File: config.mk
export PLATFORM = sky130hd
export DESIGN_NAME = main_mem_arbiter
export DESIGN_NICKNAME = d
export VERILOG_FILES = /design/src/rtl/main_mem_arbiter.sv
export SDC_FILE = /design/constraint.sdc
export NUM_CORES = 1
export LEC_CHECK = 0
export ABC_AREA = 0
export CAP_MARGIN = 10
export CORE_MARGIN = 4
export CORE_UTILIZATION = 38
export DETAILED_ROUTE_END_ITERATION = 7
export GPL_TIMING_DRIVEN = 0
export PLACE_DENSITY_LB_ADDON = 0.3
export SYNTH_ARGS = -nofsm -noshare
export SYNTH_HDL_FRONTEND = slang
export SYNTH_SLANG_ARGS = --single-unit
File: constraint.sdc
create_clock -name clk -period 2.55 [get_ports clk]
set_input_delay 0.3825 -clock clk [delete_from_list [all_inputs] [get_ports clk]]
set_output_delay 0.3825 -clock clk [all_outputs]
set_load 0.01 [all_outputs]
File: src/rtl/main_mem_arbiter.sv
// Round-robin arbiter of NCORE cores onto one single-port synchronous memory,
// plus an independent 16-entry lock table for inter-core mutual exclusion.
module main_mem_arbiter #(
  parameter int NCORE = 2,
  parameter int AW    = 16,
  parameter int DW    = 16
) (
  input  logic                clk,
  input  logic                reset,
  input  logic [NCORE-1:0]    core_rd_req,
  input  logic [NCORE-1:0]    core_wr_req,
  input  logic [NCORE*AW-1:0] core_rd_adr,
  input  logic [NCORE*AW-1:0] core_wr_adr,
  input  logic [NCORE*DW-1:0] core_wr_dat,
  output logic [NCORE-1:0]    core_ac,
  output logic [DW-1:0]       core_rdat,
  input  logic [NCORE*4-1:0]  core_lock_adr,
  input  logic [NCORE-1:0]    core_lock_en,
  input  logic [NCORE-1:0]    core_unlock_en,
  output logic [NCORE-1:0]    core_lock_ac,
  output logic [AW-1:0]       mem_adr,
  output logic [DW-1:0]       mem_wdat,
  output logic                mem_we,
  output logic                mem_re,
  input  logic [DW-1:0]       mem_rdat
);

  localparam int IW = (NCORE > 1) ? $clog2(NCORE) : 1;

  typedef enum logic {IDLE, ACCESS} state_t;

  // Returns {found, index}: first requester strictly after ptr, wrapping.
  function automatic logic [IW:0] rr_pick(input logic [NCORE-1:0] req,
                                          input logic [IW-1:0]    ptr);
    logic [IW:0] r;
    int          idx;
    r   = '0;
    idx = 0;
    for (int k = NCORE; k >= 1; k--) begin
      idx = (int'(ptr) + k) % NCORE;
      if (req[idx]) r = {1'b1, idx[IW-1:0]};
    end
    return r;
  endfunction

  logic [NCORE-1:0][AW-1:0] w_rd_adr, w_wr_adr;
  logic [NCORE-1:0][DW-1:0] w_wr_dat;
  logic [NCORE-1:0][3:0]    w_lk_idx;

  assign w_rd_adr = core_rd_adr;
  assign w_wr_adr = core_wr_adr;
  assign w_wr_dat = core_wr_dat;
  assign w_lk_idx = core_lock_adr;

  // ---------------- memory FSM ----------------
  state_t        r_state, w_state_n;
  logic [IW-1:0] r_rr, r_win, w_win;
  logic          r_rd, w_found, w_is_wr;
  logic [DW-1:0] r_rdat;
  logic [IW:0]   w_mpick;

  assign w_mpick = rr_pick(core_rd_req | core_wr_req, r_rr);
  assign w_found = w_mpick[IW];
  assign w_win   = w_mpick[IW-1:0];
  // A core holding both requests gets its write first; the read re-competes.
  assign w_is_wr = core_wr_req[w_win];

  always_comb begin
    w_state_n = r_state;
    mem_adr   = '0;
    mem_wdat  = '0;
    mem_we    = 1'b0;
    mem_re    = 1'b0;
    core_ac   = '0;
    if (reset) begin
      case (r_state)
        IDLE: if (w_found) begin
          w_state_n = ACCESS;
          mem_we    = w_is_wr;
          mem_re    = !w_is_wr;
          mem_adr   = w_is_wr ? w_wr_adr[w_win] : w_rd_adr[w_win];
          mem_wdat  = w_is_wr ? w_wr_dat[w_win] : '0;
        end
        ACCESS: begin
          w_state_n      = IDLE;
          core_ac[r_win] = 1'b1;
        end
      endcase
    end
  end

  assign core_rdat = (r_state == ACCESS && r_rd) ? mem_rdat : r_rdat;

  always_ff @(posedge clk or negedge reset) begin
    if (!reset) begin
      r_state <= IDLE;
      r_rr    <= IW'(NCORE - 1);
      r_win   <= '0;
      r_rd    <= 1'b0;
      r_rdat  <= '0;
    end else begin
      r_state <= w_state_n;
      if (r_state == IDLE && w_found) begin
        r_win <= w_win;
        r_rd  <= !w_is_wr;
        r_rr  <= w_win;
      end
      if (r_state == ACCESS && r_rd) r_rdat <= mem_rdat;
    end
  end

  // ---------------- lock unit ----------------
  logic [15:0]           r_lk_vld;
  logic [15:0][IW-1:0]   r_lk_own;
  logic [IW-1:0]         r_lrr, w_lwin;
  logic [NCORE-1:0]      r_lk_ac, w_lk_cand;
  logic [IW:0]           w_lpick;
  logic [3:0]            w_lidx;
  logic                  w_lfound, w_mine;

  // A core being acked this cycle still shows its request; skip it.
  assign w_lk_cand = (core_lock_en | core_unlock_en) & ~r_lk_ac;
  assign w_lpick   = rr_pick(w_lk_cand, r_lrr);
  assign w_lfound  = w_lpick[IW];
  assign w_lwin    = w_lpick[IW-1:0];
  assign w_lidx    = w_lk_idx[w_lwin];
  assign w_mine    = r_lk_vld[w_lidx] && (r_lk_own[w_lidx] == w_lwin);

  assign core_lock_ac = r_lk_ac;

  always_ff @(posedge clk or negedge reset) begin
    if (!reset) begin
      r_lk_vld <= '0;
      r_lk_own <= '0;
      r_lrr    <= IW'(NCORE - 1);
      r_lk_ac  <= '0;
    end else begin
      r_lk_ac <= '0;
      if (w_lfound) begin
        r_lrr <= w_lwin;
        if (core_unlock_en[w_lwin]) begin
          r_lk_ac[w_lwin] <= 1'b1;
          if (w_mine) r_lk_vld[w_lidx] <= 1'b0;
        end else if (!r_lk_vld[w_lidx] || w_mine) begin
          r_lk_vld[w_lidx] <= 1'b1;
          r_lk_own[w_lidx] <= w_lwin;
          r_lk_ac[w_lwin]  <= 1'b1;
        end
      end
    end
  end

endmodule

### Yosys cells after proc, flatten, opt, wreduce, memory -nomap -nowiden

Cells that the tools add are included.
Widths: inputs -> output; s select.

| word-level totals | value |
|---|---|
| register bits | 55 |
| bits of input ports | 130 |
| output and inout bits | 54 |
| logic and storage cells | 130 |

| operators by class | value |
|---|---|
| add/sub/neg operators | 4 |
| order comparisons | 11 |
| eq/ne operators | 2 |
| mux-type cells | 64 |
| bitwise gates (word level) | 13 |
| reduce and logical (&&, ||, !) cells | 12 |

Operators with widths:

| cell | count |
|---|---|
| $mux 16 | 18 |
| $mux 1 | 28 |
| $mux 2 | 9 |
| $and 16x16->16 | 1 |
| $bwmux 16 | 1 |
| $not 16->16 | 1 |
| $or 16x16->16 | 1 |
| $lt 2x3->1 const B | 4 |
| $bmux 1 s4 | 2 |
| $mux 4 | 2 |
| $logic_and 1x1->1 | 6 |
| $lt 1x2->1 const B | 3 |
| $reduce_and 3->1 | 2 |
| $lt 4x5->1 const B | 1 |
| $add 1x1->1 const B | 4 |
| $and 1x1->1 const A | 4 |
| $demux 1 s4 | 1 |
| $ge 4x1->1 const B | 1 |
| $or 2x2->2 | 2 |
| $and 2x2->2 | 1 |
| $demux 1 s1 | 2 |
| $ge 1x1->1 const B | 2 |
| $logic_not 1->1 | 2 |
| $ne 2x2->1 const B | 1 |
| other kinds (6) | 7 |

### Longest topological paths before layout

Gate-level depths: netlist of run 1.

| depth | value |
|---|---|
| depth after elaboration | 17 |
| mapped depth | 11 |
| depth with buffers taken out | 7 |

### Worst setup path before layout of run 1

No wires, ideal clock.

| timing path | value |
|---|---|
| path kind | input to register |
| start point | in core_lock_adr[4] |
| end point | reg r_lk_own[9] (netlist bit) |
| setup time | 0.125 ns |
| data arrival time | 2.342 ns |
| path slack | 0.083 ns |
| stages on the path | 10 |
| path through | buf_6 mux4_2 o22ai_1 nor4_1 nor4_4 nor2b_2 buf_6 buf_8 nor3_2 mux2_4 |

| on the way | value |
|---|---|
| longest elaborated chain between the ends | 8 |

RTL lines:

| what | RTL line | text |
|---|---|---|
| start: declaration | 17 | `input logic [NCORE*4-1:0] core_lock_adr,` |
| $mux 4 (implied by the code) * (2 in a row) | 126 | `assign w_lidx = w_lk_idx[w_lwin];` |
| branches (longest 6 deep; another with $lt 4x5->1) | -- |  |
| end signal: indexed assignment | 146 | `r_lk_own[w_lidx] <= w_lwin;` |
| end: declaration | 114 | `logic [15:0][IW-1:0] r_lk_own;` |

Mark *: on every way between the ends. The select of a mux whose other input is x is not followed.
A chain may end at the register's enable or synchronous reset.

==> flow_summary_export.csv, run 1 <==
group,metric,value,unit
setup_path,reg2regPathDepth,9,
place,dpl.hpwl,11.46,mm
status,outcome,"complete, but fails checks",
setup_path,start_kind,"flip-flop",
route,drtPass1Iterations,8,
place,placed_area,5868,sq um
cts,path_clk_slew,0.11,ns
grt,grt_max_degree,40,
grt,grt_pass1_vias,4554,
logic_synthesis,syn_area,3875,sq um
timing,fin_hold_ws,0.02225,ns
die,die_h,109.0,um
logic_synthesis,syn_avg_cell_area,10.01,sq um
status,failed_checks,"negative setup slack",
logic_synthesis,ys_ff_latch,55,
setup_path,crit_chain,"mux4_2, o22ai_2, nor3_2, nor4_4, nor2b_4, buf_12, buf_12, nor3_4, mux2_4",
setup_path,critical_path_required,2.77,ns
logic_synthesis,synthDistinctLibCells,52,
timing,slew_headroom,0.3202,
timing,slew_violations,0,
cts,cts_tree,"done",
cts,cts_sinks,55,
die,die_w,109.0,um
run,maxCapViolCount,0,
setup_path,crit_type,"reg2reg",
grt,antenna_found_initial,0,
cts,clockRootBuffer,"clkbuf_8",
route,vias,4294,
timing,final_hold_viol_count,0,
setup_path,crit_arrival,2.80,ns
route,viasPerCell,5.764,
grt,grt_first_pass_wirelength,23.85,mm
logic_synthesis,yosys_warnings,0,
setup_path,crit_path_top_delay_cell,"mux4_2",
power_and_ir_drop,worst_ir_drop_vdd,0.5074,mV
route,final_antenna_net_count,0,
die,die-area,11880,sq um
route,drcViolationCount,0,
grt,grtUsageTotal,0.2601,
route,routed_wirelength,16.31,mm
timing,rsz0062_at_grt,"true",
setup_path,cp_top_family,"multiplexers",
timing,fin_skew,0.01205,ns
logic_synthesis,synth_fp_nets,517,
power_and_ir_drop,power_leakage,0.002910,uW
logic_synthesis,yosys-top-cells-count,"dfrtp_1 (53), nand2_1 (44), mux2i_1 (41), a21oi_1 (21), mux2_2 (21)",
cells_and_area,area_delta_synth_final,75.17,%
route,dr.first_iter.drc_count,247,
die,core_region_area,9864,sq um
timing,clock.fmax,387.3,MHz
timing,period_share,1.012,
logic_synthesis,synthArstFlopShare,1.000,
cts,ctsLongestPathBuffers,2,
cells_and_area,design_area,6788,sq um
die,initial_core_util,0.3928,
setup_path,r2r-end,"r_lk_own[9]",
logic_synthesis,synth.most_common_cell,"dfrtp_1",
setup_path,path_buf_inv,2,
grt,overflow,0,
setup_path,end_kind,"flip-flop",
setup_path,rrSetupSlack,-0.03,ns
setup_path,path_max_fanout,6,
min_path,hp-class,"in2async",
die,pin_count,184,
power_and_ir_drop,finalPower,5453,uW
logic_synthesis,synth_ff_type,"dfrtp_1",
place,dp_cells,702,
logic_synthesis,synth_top_area_frac,0.3423,
power_and_ir_drop,p_per_area,803.3,nW/um^2
logic_synthesis,synth_edf_count,0,
die,num_rows,36,
logic_synthesis,yosys-top-cells-area,"dfrtp_1 (34%), mux2i_1 (11%), mux2_2 (6.1%)",
cells_and_area,drive_gt1_frac,0.3175,
timing,fin_ws,-0.03181,ns
cts,cts_buffers,5,
timing,fin_crit,2.582,ns
logic_synthesis,synthCells,387,
timing,setup_viol,4,
cts,clk_latency,0.32,ns
route,routedWlPerCell,21.89,um
timing,worstMarginPinSlew,1.016,ns
setup_path,critPathMaxStageDelay,0.47,ns
cells_and_area,final-instance-count-excl-fill,745,
cts,htree_levels,2,
setup_path,cp_common_cell,"buf_12",
logic_synthesis,synth_top_cell_by_area,"dfrtp_1",
logic_synthesis,yosysSeqAreaShare,0.3558,
cells_and_area,nets,740,
place,gp_congestion,0.9315,
place,portBuffers,181,
cell families after synthesis:
| logic type | count (synthesis) | synth area share |
|---|---|---|
| AND/OR/NAND/NOR | 117 | 0.1763 |
| AO/OA/AOI/OAI | 90 | 0.1569 |
| multiplexers | 87 | 0.2619 |
| flip-flops | 55 | 0.3558 |
| buffers and inverters | 38 | 0.04907 |
final cells by class:
cell class | count | area, sq um
Buffer | 26 | 274.0
Multi-Input combinational cell | 294 | 2776
Inverter | 10 | 37.54
Clock inverter | 3 | 27.53
Tap cell | 133 | 166.4
Timing Repair Buffer | 218 | 2054
Clock buffer | 5 | 68.82
Fill cell | 742 | 3077
Antenna cell | 1 | 2.502
Sequential cell | 55 | 1380
through the flow:
stage / setup WS [ns] / utilization / TNS, ns
finish: -0.03181 / 0.6881 / -0.06474
global route: -0.1039 / 0.6878 / -0.7710
CTS: -0.07655 / 0.6662 / -0.1574
detailed placement: -0.9723 / 0.5949 / -50.05
global placement: -2.687 / 0.5934 / -149.74
floorplan: 0.08294 / - / 0
metal layers:
metal	share of wire	GRT usage	up-vias
met5	0	0	-
met4	0.051	0.1181	0
met3	0.084	0.06157	74
met2	0.53	0.4855	267
met1	0.33	0.2738	2056
li1	-	-	1897
worst max-delay path by stage:
stage               slack [ns]            to  cells past startpoint              from
floorplan                 0.08   r_lk_own[9]                     10  core_lock_adr[4]
global placement         -2.69    mem_adr[6]                      5             reset
detailed placement       -0.97    mem_adr[2]                      8    core_wr_req[0]
CTS                      -0.08  r_lk_own[13]                      8         flip-flop
global route             -0.10   r_lk_own[9]                      9         flip-flop
finish                   -0.03   r_lk_own[9]                      9         flip-flop
power breakdown:
part           internal (uW)  switching, uW
Combinational           1770           1650
Clock                    205            330
Sequential              1240            255
repair_timing:
action,in CTS,in global routing
gates resized for setup,170,67
pin swaps,19,14
setup endpoints to repair,78,64
gates cloned,2,1
setup buffers,18,14
hold buffers,1,0
endpoints found under the hold margin,20,0
cell usage in the layout (no fill, tap or decap), drive strengths merged, types with 2 or more instances in the layout:
cell type,Yosys,layout
clkdlybuf4s15,0,6
dfstp,2,2
nor3,16,16
o31ai,2,2
nand2,44,44
nand2b,10,10
and3,2,2
clkdlybuf4s50,0,135
o32a,10,10
nand3,5,5
nor4,9,9
or2,3,3
clkbuf,17,28
o22ai,20,20
and2,4,4
o21ai,10,10
a2111oi,2,2
dlymetal6s2s,0,2
nor2,9,9
nand4,3,3
nor3b,2,2
a211o,4,4
inv,10,12
mux2,39,39
a21o,4,4
mux4,7,7
dfrtp,53,53
a22oi,2,2
a211oi,2,2
a21oi,21,21
buf,11,57
nor2b,7,7
dlygate4sd2,0,20
mux2i,41,41
a31oi,6,6
nand3b,2,2
Power figures use the tool's default switching activity.
==> inputs of run 2 (changes only) <==
--- a/config.mk
+++ b/config.mk
@@ -6,9 +6,10 @@
 export NUM_CORES = 1
 export LEC_CHECK = 0
 export ABC_AREA = 0
-export CAP_MARGIN = 10
+export CAP_MARGIN = 30
 export CORE_MARGIN = 4
 export CORE_UTILIZATION = 38
+export CTS_CLUSTER_SIZE = 28
 export DETAILED_ROUTE_END_ITERATION = 7
 export GPL_TIMING_DRIVEN = 0
 export PLACE_DENSITY_LB_ADDON = 0.3
==> flow_summary_export.csv, run 2 (synthesized netlist as in run 1, its figures left out) <==
group,metric,value,unit
cts,cts_sinks,55,
power_and_ir_drop,p_clk_frac,0.099,
power_and_ir_drop,comb_power_share,0.628,
setup_path,crit_arrival,2.79,ns
timing,fin_ws,-0.02077,ns
cells_and_area,layout_commonest_cell,"clkdlybuf4s50_1",
place,dpl.hpwl,11.46,mm
cts,cts_tree,"done",
timing,slew_headroom,0.5986,
run,maxCapViolCount,0,
timing,setup_viol,1,
grt,grt_pass1_vias,4554,
setup_path,end_kind,"flip-flop",
cells_and_area,fill_cells,738,
die,die_w,109.0,um
cts,clk_latency,0.32,ns
cts,cts_buffers,5,
cts,htree_levels,2,
die,num_rows,36,
timing,fin_skew,0.01307,ns
route,drcViolationCount,0,
die,initial_core_util,0.3928,
die,die_h,109.0,um
grt,grtUsageTotal,0.2601,
power_and_ir_drop,worst_ir_drop_vdd,0.5072,mV
route,routed_wirelength,16.28,mm
setup_path,r2r-end,"r_lk_own[9]",
cells_and_area,area_delta_synth_final,75.88,%
cts,path_clk_slew,0.12,ns
timing,period_share,1.008,
route,wl_met3,1.381,mm
die,pin_count,184,
grt,grt_first_pass_wirelength,23.85,mm
cts,clockRootBuffer,"clkbuf_8",
power_and_ir_drop,power_frac_seq,0.274,
timing,clock.fmax,389.0,MHz
die,die-area,11880,sq um
setup_path,critical_path_required,2.77,ns
setup_path,crit_type,"reg2reg",
setup_path,rrSetupSlack,-0.02,ns
cells_and_area,final_cell_mix,"clkdlybuf4s50_1 (135), dfrtp_1 (52), nand2_1 (39), mux2i_1 (39), buf_4 (34)",
status,outcome,"complete, but fails checks",
cells_and_area,utilization,0.6909,
cells_and_area,ff_latch_area,1380,sq um
power_and_ir_drop,power.switching,2239,uW
route,viasPerCell,5.768,
place,gp_congestion,0.9315,
cts,ctsLongestPathBuffers,2,
cells_and_area,nets,741,
power_and_ir_drop,netSwitchingFraction,0.4101,
setup_path,reg2regPathDepth,9,
route,wl_met1,5.350,mm
grt,overflow,0,
status,failed_checks,"negative setup slack",
power_and_ir_drop,p_int,3220,uW
grt,grt_max_degree,40,
timing,rsz0062_at_grt,"true",
die,core_region_area,9864,sq um
grt,antenna_found_initial,0,
place,post-place-ws,-0.9723,ns
min_path,hp-class,"in2async",
route,top_layer,"met4",
route,dr.first_iter.drc_count,286,
route,routedWlPerCell,21.82,um
route,vias,4303,
route,met2WireLength,8.741,mm
setup_path,start_kind,"flip-flop",
timing,final_hold_viol_count,0,
cells_and_area,multiInputGateArea,2776,sq um
setup_path,path_max_fanout,6,
place,portBuffers,181,
cells_and_area,drive_gt1_frac,0.3186,
route,drtPass1Iterations,5,
timing,worstMarginPinSlew,0.6021,ns
power_and_ir_drop,power_leakage,0.002923,uW
power_and_ir_drop,p_per_area,801.0,nW/um^2
timing,fin_crit,2.571,ns
route,final_antenna_net_count,0,
timing,slew_violations,0,
==> run 2: worst max-delay path: stages, from the launching register on <==
cell and delay, ns:
dfrtp_1 0.41, buf_4 0.16, a2111oi_2 0.57, nor4_4 0.09, nor4_4 0.32, nor2b_4 0.09, buf_12 0.16, buf_12 0.14
nor3_4 0.19, mux2_4 0.32
==> run 2: layout make-up <==
cell class / count / share of cell area
multi-input cells: 294 / 0.4074
diodes: 1 / 0.0003672
plain buffers: 26 / 0.04021
repair buffers: 219 / 0.3055
flip-flops and latches: 55 / 0.2025
well taps: 133 / 0.02442
clock buffers: 5 / 0.01010
inverters: 10 / 0.005508
clock inverters: 3 / 0.004039
==> run 2: worst max-delay path by stage <==
stage	cells past startpoint	endpoint	from
after floorplan	10	r_lk_own[9]	core_lock_adr[4]
after global placement	5	mem_adr[6]	reset
after detailed placement	8	mem_adr[2]	core_wr_req[0]
after CTS	8	r_lk_own[13]	flip-flop
after global routing	9	r_lk_own[9]	flip-flop
final	9	r_lk_own[9]	flip-flop
==> run 2: layer usage <==
metal | global-route usage | vias up
li1 | - | 1904
met2 | 0.4855 | 265
met4 | 0.1181 | 0
met1 | 0.2738 | 2056
met5 | 0 | -
met3 | 0.06157 | 78
==> run 2: metrics by stage <==
stage	TNS [ns]	cell area, sq um	instances	hold slack [ns]	power [uW]
2_1_floorplan	0	3875	387	0.08691	2891
3_3_place_gp	-149.74	5853	701	0.4741	3879
3_5_place_dp	-50.05	5868	702	0.3936	3944
4_1_cts	-0.1574	6571	729	0.02831	5021
5_1_grt	-0.7489	6813	745	0.02392	5708
6_report	-0.02077	6815	746	0.02543	5459
==> run 2: what timing repair did <==
action	CTS	global route
pin swaps	19	14
buffers inserted	18	14
gates resized for setup	170	67
hold buffers	1	0
hold endpoints to repair	20	0
cloned	2	1
endpoints found under the setup margin	78	64
==> run 2: power by group through the flow <==
| stage | logic, uW | registers [uW] | clock network (uW) |
|---|---|---|---|
| final | 3430 | 1490 | 538 |
| after global routing | 3600 | 1530 | 577 |
| after CTS | 3010 | 1470 | 542 |
| after detailed placement | 2480 | 1460 | 0 |
| after global placement | 2430 | 1440 | 0 |
| after floorplan | 1500 | 1390 | 0 |
==> inputs of run 3 (changes only) <==
--- a/config.mk
+++ b/config.mk
@@ -5,7 +5,7 @@
 export SDC_FILE = /design/constraint.sdc
 export NUM_CORES = 1
 export LEC_CHECK = 0
-export ABC_AREA = 0
+export ABC_AREA = 1
 export CAP_MARGIN = 30
 export CORE_MARGIN = 4
 export CORE_UTILIZATION = 38
==> flow_summary_export.csv, run 3 <==
group,metric,value,unit
timing,slew_headroom,0.5086,
logic_synthesis,synth_top_cell_by_area,"dfrtp_1",
cts,cts_tree,"done",
cts,cts_sinks,55,
cts,cts_buffers,5,
logic_synthesis,ys_ff_latch,55,
grt,grt_pass1_vias,4520,
route,drtPass1Iterations,6,
die,core_region_area,9774,sq um
power_and_ir_drop,p_int,3541,uW
grt,antenna_found_initial,0,
setup_path,crit_chain,"nand3_4, buf_6, nand3_4, nand2_4, buf_6, buf_6, nand2_1, nand2_1, nand2_1, nand2_1, nand2_1, nand2_2, nor2_4, inv_2, nand3_4, buf_8, clkbuf_16, nand4_1, nand2_1",
logic_synthesis,syn_area,3820,sq um
cts,clockRootBuffer,"clkbuf_8",
place,dp_cells,888,
logic_synthesis,yosysSeqAreaShare,0.3610,
setup_path,start_kind,"flip-flop",
timing,fin_crit,2.626,ns
status,failed_checks,"negative setup slack",
setup_path,cp_common_cell,"nand2_1",
setup_path,crit_type,"reg2reg",
status,outcome,"complete, but fails checks",
route,drcViolationCount,0,
setup_path,end_kind,"flip-flop",
cells_and_area,layout_commonest_cell,"nand2_1",
setup_path,critical_path_required,2.81,ns
logic_synthesis,synth_edf_count,0,
logic_synthesis,syn_avg_cell_area,6.690,sq um
power_and_ir_drop,comb_power_share,0.693,
place,gp_congestion,0.9688,
timing,rsz0062_at_grt,"true",
logic_synthesis,yosys_warnings,0,
die,num_rows,36,
logic_synthesis,yosys-top-cells-count,"nand2_1 (237), dfrtp_1 (53), nand3_1 (50), a21oi_1 (49), inv_1 (33)",
timing,clock.fmax,380.8,MHz
setup_path,crit_arrival,2.88,ns
place,dpl.hpwl,10.82,mm
place,portBuffers,183,
min_path,hp-class,"in2async",
setup_path,path_max_fanout,7,
grt,grtUsageTotal,0.2368,
setup_path,critPathMaxStageDelay,0.57,ns
power_and_ir_drop,p_clk_frac,0.076,
logic_synthesis,synthDistinctLibCells,27,
logic_synthesis,synth.most_common_cell,"nand2_1",
cts,path_clk_slew,0.10,ns
logic_synthesis,synth_fp_nets,701,
grt,overflow,0,
cts,clk_latency,0.31,ns
logic_synthesis,synth_top_area_frac,0.3472,
logic_synthesis,yosys-top-cells-area,"dfrtp_1 (35%), nand2_1 (23%), nand3_1 (6.6%)",
power_and_ir_drop,power_frac_seq,0.231,
die,pin_count,184,
grt,grt_first_pass_wirelength,22.02,mm
timing,worstMarginPinSlew,0.7347,ns
cts,htree_levels,2,
grt,grt_max_degree,21,
cells_and_area,final_cell_mix,"nand2_1 (229), clkdlybuf4s50_1 (141), dfrtp_1 (53), nand3_1 (48), a21oi_1 (34)",
cells_and_area,nets,934,
logic_synthesis,synthArstFlopShare,1.000,
route,dr.first_iter.drc_count,555,
timing,period_share,1.030,
die,die_h,108.3,um
route,final_antenna_net_count,0,
cells_and_area,drive_gt1_frac,0.2472,
timing,setup_viol,15,
run,maxCapViolCount,0,
logic_synthesis,synth_ff_type,"dfrtp_1",
cells_and_area,num_antenna_cells,0,
logic_synthesis,synthCells,571,
cells_and_area,area_delta_synth_final,76.68,%
place,post-place-ws,-1.009,ns
die,die_w,108.3,um
route,vias,4961,
timing,fin_ws,-0.07606,ns
timing,final_hold_viol_count,0,
power_and_ir_drop,worst_ir_drop_vdd,0.5271,mV
place,placed_area,5833,sq um
die,die-area,11720,sq um
power_and_ir_drop,netSwitchingFraction,0.4450,
route,routedWlPerCell,17.72,um
route,routed_wirelength,16.62,mm
timing,slew_violations,0,
power_and_ir_drop,power.switching,2839,uW
setup_path,crit_path_top_delay_cell,"dfstp_2",
power_and_ir_drop,power_leakage,0.003275,uW
route,viasPerCell,5.289,
cells_and_area,design_area,6749,sq um
power_and_ir_drop,p_per_area,945.4,nW/um^2
timing,fin_skew,0.006755,ns
die,initial_core_util,0.3908,
cells_and_area,final-instance-count-excl-fill,938,
cts,ctsLongestPathBuffers,2,
==> run 3: cell count changes after synthesis, sizes merged, moves of 13 or more <==
cell | previous run | this run
a21oi | 21 | 50
inv | 10 | 38
mux2 | 39 | 16
mux2i | 41 | 1
nand2 | 44 | 242
nand3 | 5 | 53
nand4 | 3 | 16
nor2 | 9 | 33
nor3 | 16 | 2
o22ai | 20 | 0
or2 | 3 | 17
==> run 3: routing by layer <==
metal / track usage / share of wire
met1: 0.2609 / 0.35
met2: 0.4290 / 0.49
met3: 0.06866 / 0.11
met4: 0.09017 / 0.044
met5: 0 / 0
==> run 3: what timing repair did <==
item | 4_1_cts | 5_1_grt
setup endpoints to repair | 58 | 72
cloned | 3 | 8
hold endpoints to repair | 16 | 0
pin swaps | 6 | 20
setup buffers | 12 | 18
gates resized for setup | 161 | 119
hold buffers | 1 | 0
==> run 3: layout make-up <==
cell class,instances,area (sq um)
fillers,776,3025
multi-input cells,447,2369
repair buffers,226,2288
flip-flops and latches,55,1379
plain buffers,31,310.3
well taps,133,166.4
inverters,38,147.6
clock buffers,6,72.57
clock inverters,2,16.27
==> run 3: logic make-up after synthesis <==
| logic type | Yosys count | share of synthesized area |
|---|---|---|
| AND/OR/NAND/NOR | 370 | 0.4212 |
| multiplexers | 17 | 0.04979 |
| flip-flops | 55 | 0.3610 |
| buffers and inverters | 69 | 0.08287 |
| AO/OA/AOI/OAI | 60 | 0.08516 |
==> run 3: power by group through the flow <==
stage	Clock, uW	Sequential (uW)	Combinational (uW)
2_1_floorplan	0	1420	2050
3_3_place_gp	0	1460	3170
3_5_place_dp	0	1480	3230
4_1_cts	497	1460	3380
5_1_grt	536	1520	4710
6_report	486	1470	4420
==> run 3: through the flow <==
stage	total power, uW	util	hold slack [ns]	TNS, ns
5_1_grt	6765	0.6905	0.06155	-2.915
2_1_floorplan	3479	-	0.08691	0
3_3_place_gp	4631	0.5952	0.4488	-122.72
3_5_place_dp	4713	0.5968	0.3601	-37.91
6_report	6380	0.6905	0.06443	-0.5245
4_1_cts	5334	0.6334	0.06241	-0.06279
==> run 3: worst max-delay path, delay by kind of cell (launching register included) <==
kind	cells	cell delay (ns)
flip-flops	1	0.57
AND/OR/NAND/NOR	13	1.19
buffers and inverters	6	0.77
==> run 3: final timing paths <==
| path | endpoint | cells after the start | startpoint | slack (ns) |
|---|---|---|---|---|
| max in group asynchronous | r_lk_own[3] | 2 | reset | 1.33 |
| setup reg to reg | r_lk_own[0] | 19 | r_lrr | -0.08 |
| setup / recovery | r_lk_own[0] | 19 | r_lrr | -0.08 |
| hold reg to reg | r_lk_own[15] | 2 | r_lk_own[15] | 0.48 |
| hold / removal | async pin | 2 | reset | 0.06 |
| min in group clk | r_lk_own[15] | 2 | r_lk_own[15] | 0.48 |
